===== src/rtl/sr_ctrl_pkg.sv =====
// Shared types for the SR flag arbiter: FSM states and command opcodes.
package sr_ctrl_pkg;

  typedef enum logic {
    IDLE  = 1'b0,
    DRIVE = 1'b1
  } state_e;

  localparam logic OP_CLR = 1'b0;
  localparam logic OP_SET = 1'b1;

endpackage


===== src/rtl/sr_flag_arbiter_if.sv =====
// Requester-side command bus of the SR flag arbiter.
interface sr_flag_arbiter_if #(
  parameter int NREQ  = 4,
  parameter int NFLAG = 8,
  parameter int FW    = $clog2(NFLAG)
);

  logic [NREQ-1:0]    req;
  logic [NREQ-1:0]    op;
  logic [NREQ*FW-1:0] idx;
  logic [NREQ-1:0]    gnt;
  logic               busy;
  logic [NFLAG-1:0]   flags;

  modport master (output req, op, idx, input gnt, busy, flags);
  modport slave  (input req, op, idx, output gnt, busy, flags);

endinterface


===== src/rtl/sr_ff.sv =====
// Plain SR flip-flop without reset; S=R=1 is never driven by its only user.
module sr_ff (
  input  logic S,
  input  logic R,
  input  logic clk,
  output logic Q,
  output logic Q_bar
);

  logic q_q, q_d;

  always_comb begin
    q_d = q_q;
    if (S && !R) begin
      q_d = 1'b1;
    end else if (R && !S) begin
      q_d = 1'b0;
    end
  end

  always_ff @(posedge clk) begin
    q_q <= q_d;
  end

  assign Q     = q_q;
  assign Q_bar = ~q_q;

endmodule


===== src/rtl/sr_flag_arbiter.sv =====
// Round-robin arbiter that serialises set/clear commands onto a bank of sr_ff flags,
// driving at most one of S/R on one flag per cycle.
module sr_flag_arbiter
  import sr_ctrl_pkg::*;
#(
  parameter int NREQ  = 4,
  parameter int NFLAG = 8,
  parameter int FW    = $clog2(NFLAG)
) (
  input  logic               clk,
  input  logic               rst_n,
  sr_flag_arbiter_if.slave   bus
);

  localparam int IW = $clog2(NREQ);

  state_e           state_q, state_d;
  logic [IW-1:0]    ptr_q, ptr_d;
  logic [NREQ-1:0]  gnt_q, gnt_d;
  logic [IW-1:0]    win_id_q, win_id_d;
  logic             win_op_q, win_op_d;
  logic [FW-1:0]    win_idx_q, win_idx_d;
  logic             found;
  logic [IW-1:0]    win_sel;
  logic [NFLAG-1:0] s_vec, r_vec, q_vec, q_bar_unused;

  // Search starts at ptr and wraps, so the first hit is the round-robin winner.
  always_comb begin : rr_select
    int cand;
    cand    = 0;
    found   = 1'b0;
    win_sel = ptr_q;
    for (int k = 0; k < NREQ; k++) begin
      cand = int'(ptr_q) + k;
      if (cand >= NREQ) begin
        cand = cand - NREQ;
      end
      if (!found && bus.req[cand]) begin
        found   = 1'b1;
        win_sel = IW'(cand);
      end
    end
  end

  always_comb begin : fsm_next
    state_d   = state_q;
    ptr_d     = ptr_q;
    gnt_d     = '0;
    win_id_d  = win_id_q;
    win_op_d  = win_op_q;
    win_idx_d = win_idx_q;
    unique case (state_q)
      IDLE: begin
        if (found) begin
          state_d   = DRIVE;
          win_id_d  = win_sel;
          win_op_d  = bus.op[win_sel];
          win_idx_d = bus.idx[win_sel*FW +: FW];
          for (int k = 0; k < NREQ; k++) begin
            gnt_d[k] = (int'(win_sel) == k);
          end
        end
      end
      DRIVE: begin
        state_d = IDLE;
        ptr_d   = (int'(win_id_q) == NREQ - 1) ? '0 : win_id_q + IW'(1);
      end
      default: state_d = IDLE;
    endcase
  end

  // Control state: reset returns to IDLE and aborts any DRIVE in flight.
  always_ff @(posedge clk) begin
    if (!rst_n) begin
      state_q <= IDLE;
      ptr_q   <= '0;
      gnt_q   <= '0;
    end else begin
      state_q <= state_d;
      ptr_q   <= ptr_d;
      gnt_q   <= gnt_d;
    end
  end

  // Captured command: only consumed in DRIVE, so it needs no reset.
  always_ff @(posedge clk) begin
    win_id_q  <= win_id_d;
    win_op_q  <= win_op_d;
    win_idx_q <= win_idx_d;
  end

  // Out-of-range indices match no flag, so they drive nothing.
  always_comb begin : sr_drive
    s_vec = '0;
    r_vec = '0;
    if (!rst_n) begin
      r_vec = '1;
    end else if (state_q == DRIVE) begin
      for (int f = 0; f < NFLAG; f++) begin
        if (int'(win_idx_q) == f) begin
          s_vec[f] = (win_op_q == OP_SET);
          r_vec[f] = (win_op_q == OP_CLR);
        end
      end
    end
  end

  for (genvar g = 0; g < NFLAG; g++) begin : g_flag
    sr_ff u_ff (
      .S     (s_vec[g]),
      .R     (r_vec[g]),
      .clk   (clk),
      .Q     (q_vec[g]),
      .Q_bar (q_bar_unused[g])
    );
  end

  assign bus.gnt   = gnt_q;
  assign bus.busy  = (state_q == DRIVE);
  assign bus.flags = q_vec;

endmodule


===== src/flat_wrapper.sv =====
// flat-port wrapper written by rule: the top's interface ports become plain ports
module sr_flag_arbiter_flat import sr_ctrl_pkg::*;
#(
  parameter int NREQ  = 4,
  parameter int NFLAG = 8,
  parameter int FW    = $clog2(NFLAG)
)
  (clk, rst_n, bus_req, bus_op, bus_idx, bus_gnt, bus_busy, bus_flags);
  sr_flag_arbiter_if #(.NREQ(NREQ), .NFLAG(NFLAG), .FW(FW)) bus_i ();
  input  logic clk;
  input  logic rst_n;
  input wire logic [$bits(bus_i.req)-1:0] bus_req;
  input wire logic [$bits(bus_i.op)-1:0] bus_op;
  input wire logic [$bits(bus_i.idx)-1:0] bus_idx;
  output wire logic [$bits(bus_i.gnt)-1:0] bus_gnt;
  output wire logic [$bits(bus_i.busy)-1:0] bus_busy;
  output wire logic [$bits(bus_i.flags)-1:0] bus_flags;
  assign bus_i.req = bus_req;
  assign bus_i.op = bus_op;
  assign bus_i.idx = bus_idx;
  assign bus_gnt = bus_i.gnt;
  assign bus_busy = bus_i.busy;
  assign bus_flags = bus_i.flags;
  sr_flag_arbiter #(.NREQ(NREQ), .NFLAG(NFLAG), .FW(FW)) u_core (.clk(clk), .rst_n(rst_n), .bus(bus_i));
endmodule

===== config.mk =====
export PLATFORM = sky130hd
export DESIGN_NAME = sr_flag_arbiter_flat
export DESIGN_NICKNAME = d
export VERILOG_FILES = /design/src/rtl/sr_ctrl_pkg.sv /design/src/rtl/sr_flag_arbiter_if.sv /design/src/rtl/sr_ff.sv /design/src/rtl/sr_flag_arbiter.sv /design/src/flat_wrapper.sv
export SDC_FILE = /design/constraint.sdc
export NUM_CORES = 1
export LEC_CHECK = 0
export CAP_MARGIN = 20
export CORE_ASPECT_RATIO = 1.5
export CORE_MARGIN = 3
export CORE_UTILIZATION = 47
export CTS_BUF_LIST = sky130_fd_sc_hd__clkbuf_2 sky130_fd_sc_hd__clkbuf_4 sky130_fd_sc_hd__clkbuf_8
export DETAILED_ROUTE_END_ITERATION = 8
export GPL_ROUTABILITY_DRIVEN = 1
export PLACE_DENSITY = 0.82
export SLEW_MARGIN = 20
export SYNTH_ARGS = -nofsm -noshare
export SYNTH_HDL_FRONTEND = slang
export SYNTH_SLANG_ARGS = --single-unit

===== constraint.sdc =====
create_clock -name clk -period 1.78 [get_ports clk]
set_input_delay 0.356 -clock clk [delete_from_list [all_inputs] [get_ports clk]]
set_output_delay 0.356 -clock clk [all_outputs]
set_load 0.01 [all_outputs]

==> reports/qor.csv <==
metric,value,unit
die area,2911,sq um
largest cells by area after synthesis,"dfxtp_1 28%, edfxtp_1 17%, mux2i_1 9.3%",
busiest grt layer,met2,
Seq cells post-synth,21,
crit path cell chain,clkdlybuf4s50_1 > buf_4 > nor4_1 > buf_4 > or3b_2 > inv_1 > nand2_1 > nor2_1,
Leak,0.0005882,uW
gr ovfl total,0,
H-tree Lvls,1,
post-route setup TNS,0,ns
first drt pass iteration count,4,
syn_nets,136,
final cell count without fillers,169,
initial antenna violation count,0,
Synth Instances,113,
# DRC,0,
Post-synth top flop,dfxtp_1,
CP max stage cell,clkdlybuf4s50_1,
sequential area share after synthesis,44.65,%
I/O pins,35,
fin crit share,95.97,%
cell accounting for the most synthesized area,dfxtp_1,
initial drt markers,19,
M1 GR Usage,15.79,%
Detailed Place HPWL,1.861,mm
VDD IR max,0.5673,mV
die width,45.07,um
Num CTS Buffers,3,
Pins Over Slew Limit,0,
slew margin rel.,69.56,%
Final setup viols,0,
CP max stage delay,0.52,ns
P&R area growth vs syn,36.16,%
max cap viols,0,
Ys Warns,0,
P per Cell Area,769.9,nW/um^2
Initial Util,51.19,%
post-DR vias/cell,5.373,
Antenna diodes,0,
Crit path required time,2.02,ns
root buf cell,clkbuf_4,
ys async rst share,0,%
vias in the first global route,920,
largest net degree at the start of global routing,13,
num rows,20,
crit start category,input pin,
Hold WC Path Type,register to register,
core area,2102,sq um
Post-CTS Setup Repair Bufs,0,
"Reg clk slew, reported paths",0.11,ns
share of Yosys cell area claimed by the top area cell type,27.91,%
RSZ-0062 raised after global routing,false,
Worst path most repeated cell,buf_4,
vias,908,
Util after Layout,69.70,%
IO Port Bufs,34,
Arrival @ worst endpoint,1.95,ns
Worst-Skew Late Latency,0.30,ns
"EDFF count, synth",6,
Mapped Avg Cell Area,9.522,sq um
grt met2 use,32.62,%
Routed Antenna Nets,0,
synth unique cells,30,
Fillers,166,
minimum clock period,1.708,ns
outcome,"finished, final reports clean",
DRT Wirelength,2.289,mm
crit path capture type,register,
Final GP Congestion,0.7655,
nets,171,
TritonCTS clock tree,yes,
Netlist Area Pre-Place,1076,sq um
CP bufs+invs,4,
kind of critical path,input pin to register,
Final Skew,0.004774,ns
Placed Cells,165,
Slew @ Worst Pin,0.4549,ns
gr usage total,17.11,%
"CP delay by family, top",buffers and inverters,
WL per Instance,13.54,um
layout cells sized above 1,12.24,%
Critical Path Fanout Max,4,
met3 track demand over resource,4.167,%
fmax,585.4,MHz
clock sink count,21,
die height,64.60,um
first-pass GRT wire length,3.650,mm
worst-case clock buffer depth,2,
Final Hold Fails,0,
## cell usage after synthesis, types with 2 or more instances
cell type and n:
nor3b_1 2, nor3_1 5, and2b_1 3, dfxtp_1 15
inv_1 3, buf_2 3, nand2_1 15, nor2_1 6
buf_4 8, nand4b_1 2, edfxtp_1 6, a21oi_1 5
mux2i_1 10, clkbuf_1 2, nor2b_1 10, a32oi_1 4
## final cells by class
cell class,count,area (sq um),area share (%)
multi-input cells,74,491.7,33.56
flip-flops and latches,21,480.5,32.79
well taps,22,27.53,1.879
clock inverters,1,5.005,0.3416
clock buffers,3,22.52,1.537
repair buffers,44,420.4,28.69
inverters,4,17.52,1.196
## tightest hold or removal path, cell delays in order (launching register included)
cell and delay [ns]:
dfxtp_1 0.34, mux2i_1 0.07, nor2b_1 0.09
## placed cells by master (no fill, tap or decap), types with 3 or more instances in the layout
cell and count:
mux2i_1 10, a21oi_1 5, a32oi_1 4, buf_4 10, and2b_1 3, inv_1 3
nor2b_1 10, nand2_1 15, clkbuf_4 3, nor2_1 6, nor3_1 5, dfxtp_1 15
clkdlybuf4s50_1 32, edfxtp_1 6
## layer usage
metal  up-vias  wire, um  share of wire [%]
li1        450         -                  -
met1       420       830                 36
met2        33      1276                 56
met3         5       141                6.2
met4         0        40                1.7
met5         -         0                  0
## metrics by stage
stage	power, uW	hold slack (ns)	worst slack, ns	area, sq um
3_5_place_dp	909.3	0.5144	-0.4148	1425
6_report	1128	0.5314	0.07177	1465
2_1_floorplan	777.9	0.4839	0.2978	1076
5_1_grt	1184	0.5504	0.01943	1465
4_1_cts	1133	0.5397	0.04110	1458
3_3_place_gp	893.3	0.4953	-0.3169	1425
## kinds of logic after synthesis
logic type | Yosys count | share of synthesized area (%)
multiplexers | 10 | 9.303
buffers and inverters | 18 | 10.12
AO/OA/AOI/OAI | 13 | 8.255
AND/OR/NAND/NOR | 50 | 26.51
adder cells (fa/ha/maj) | 1 | 1.163
flip-flops | 21 | 44.65
## state kept, by name, summed over array words and instances (netlist names)
signal,cells
u_core.bus.busy,1
u_core.bus.gnt,4
u_core.g_flag.u_ff.Q,8
u_core.ptr_q,2
u_core.win_id_q,2
u_core.win_idx_q,3
u_core.win_op_q,1
## power breakdown
group          switching (uW)  internal [uW]
registers                50.3            551
logic                     133            169
clock network             141           83.9
total                     325            803
## timing repair
action / CTS / global route
pin swaps: 0 / 2
hold buffers: 0 / 0
endpoints found under the setup margin: 6 / 5
gates resized for setup: 1 / 4
## worst paths after layout
path | start | to | slack [ns] | cells after the start
hold / removal | u_core.g_flag[3].u_ff.Q | u_core.g_flag[3].u_ff.Q | 0.53 | 2
hold reg to reg | u_core.g_flag[3].u_ff.Q | u_core.g_flag[3].u_ff.Q | 0.53 | 2
setup reg to reg | u_core.ptr_q[0] | u_core.win_idx_q[2] | 0.18 | 6
setup / recovery | bus_req[3] | u_core.bus.gnt[2] | 0.07 | 8
Note: power is estimated with default switching activity, not from simulation.
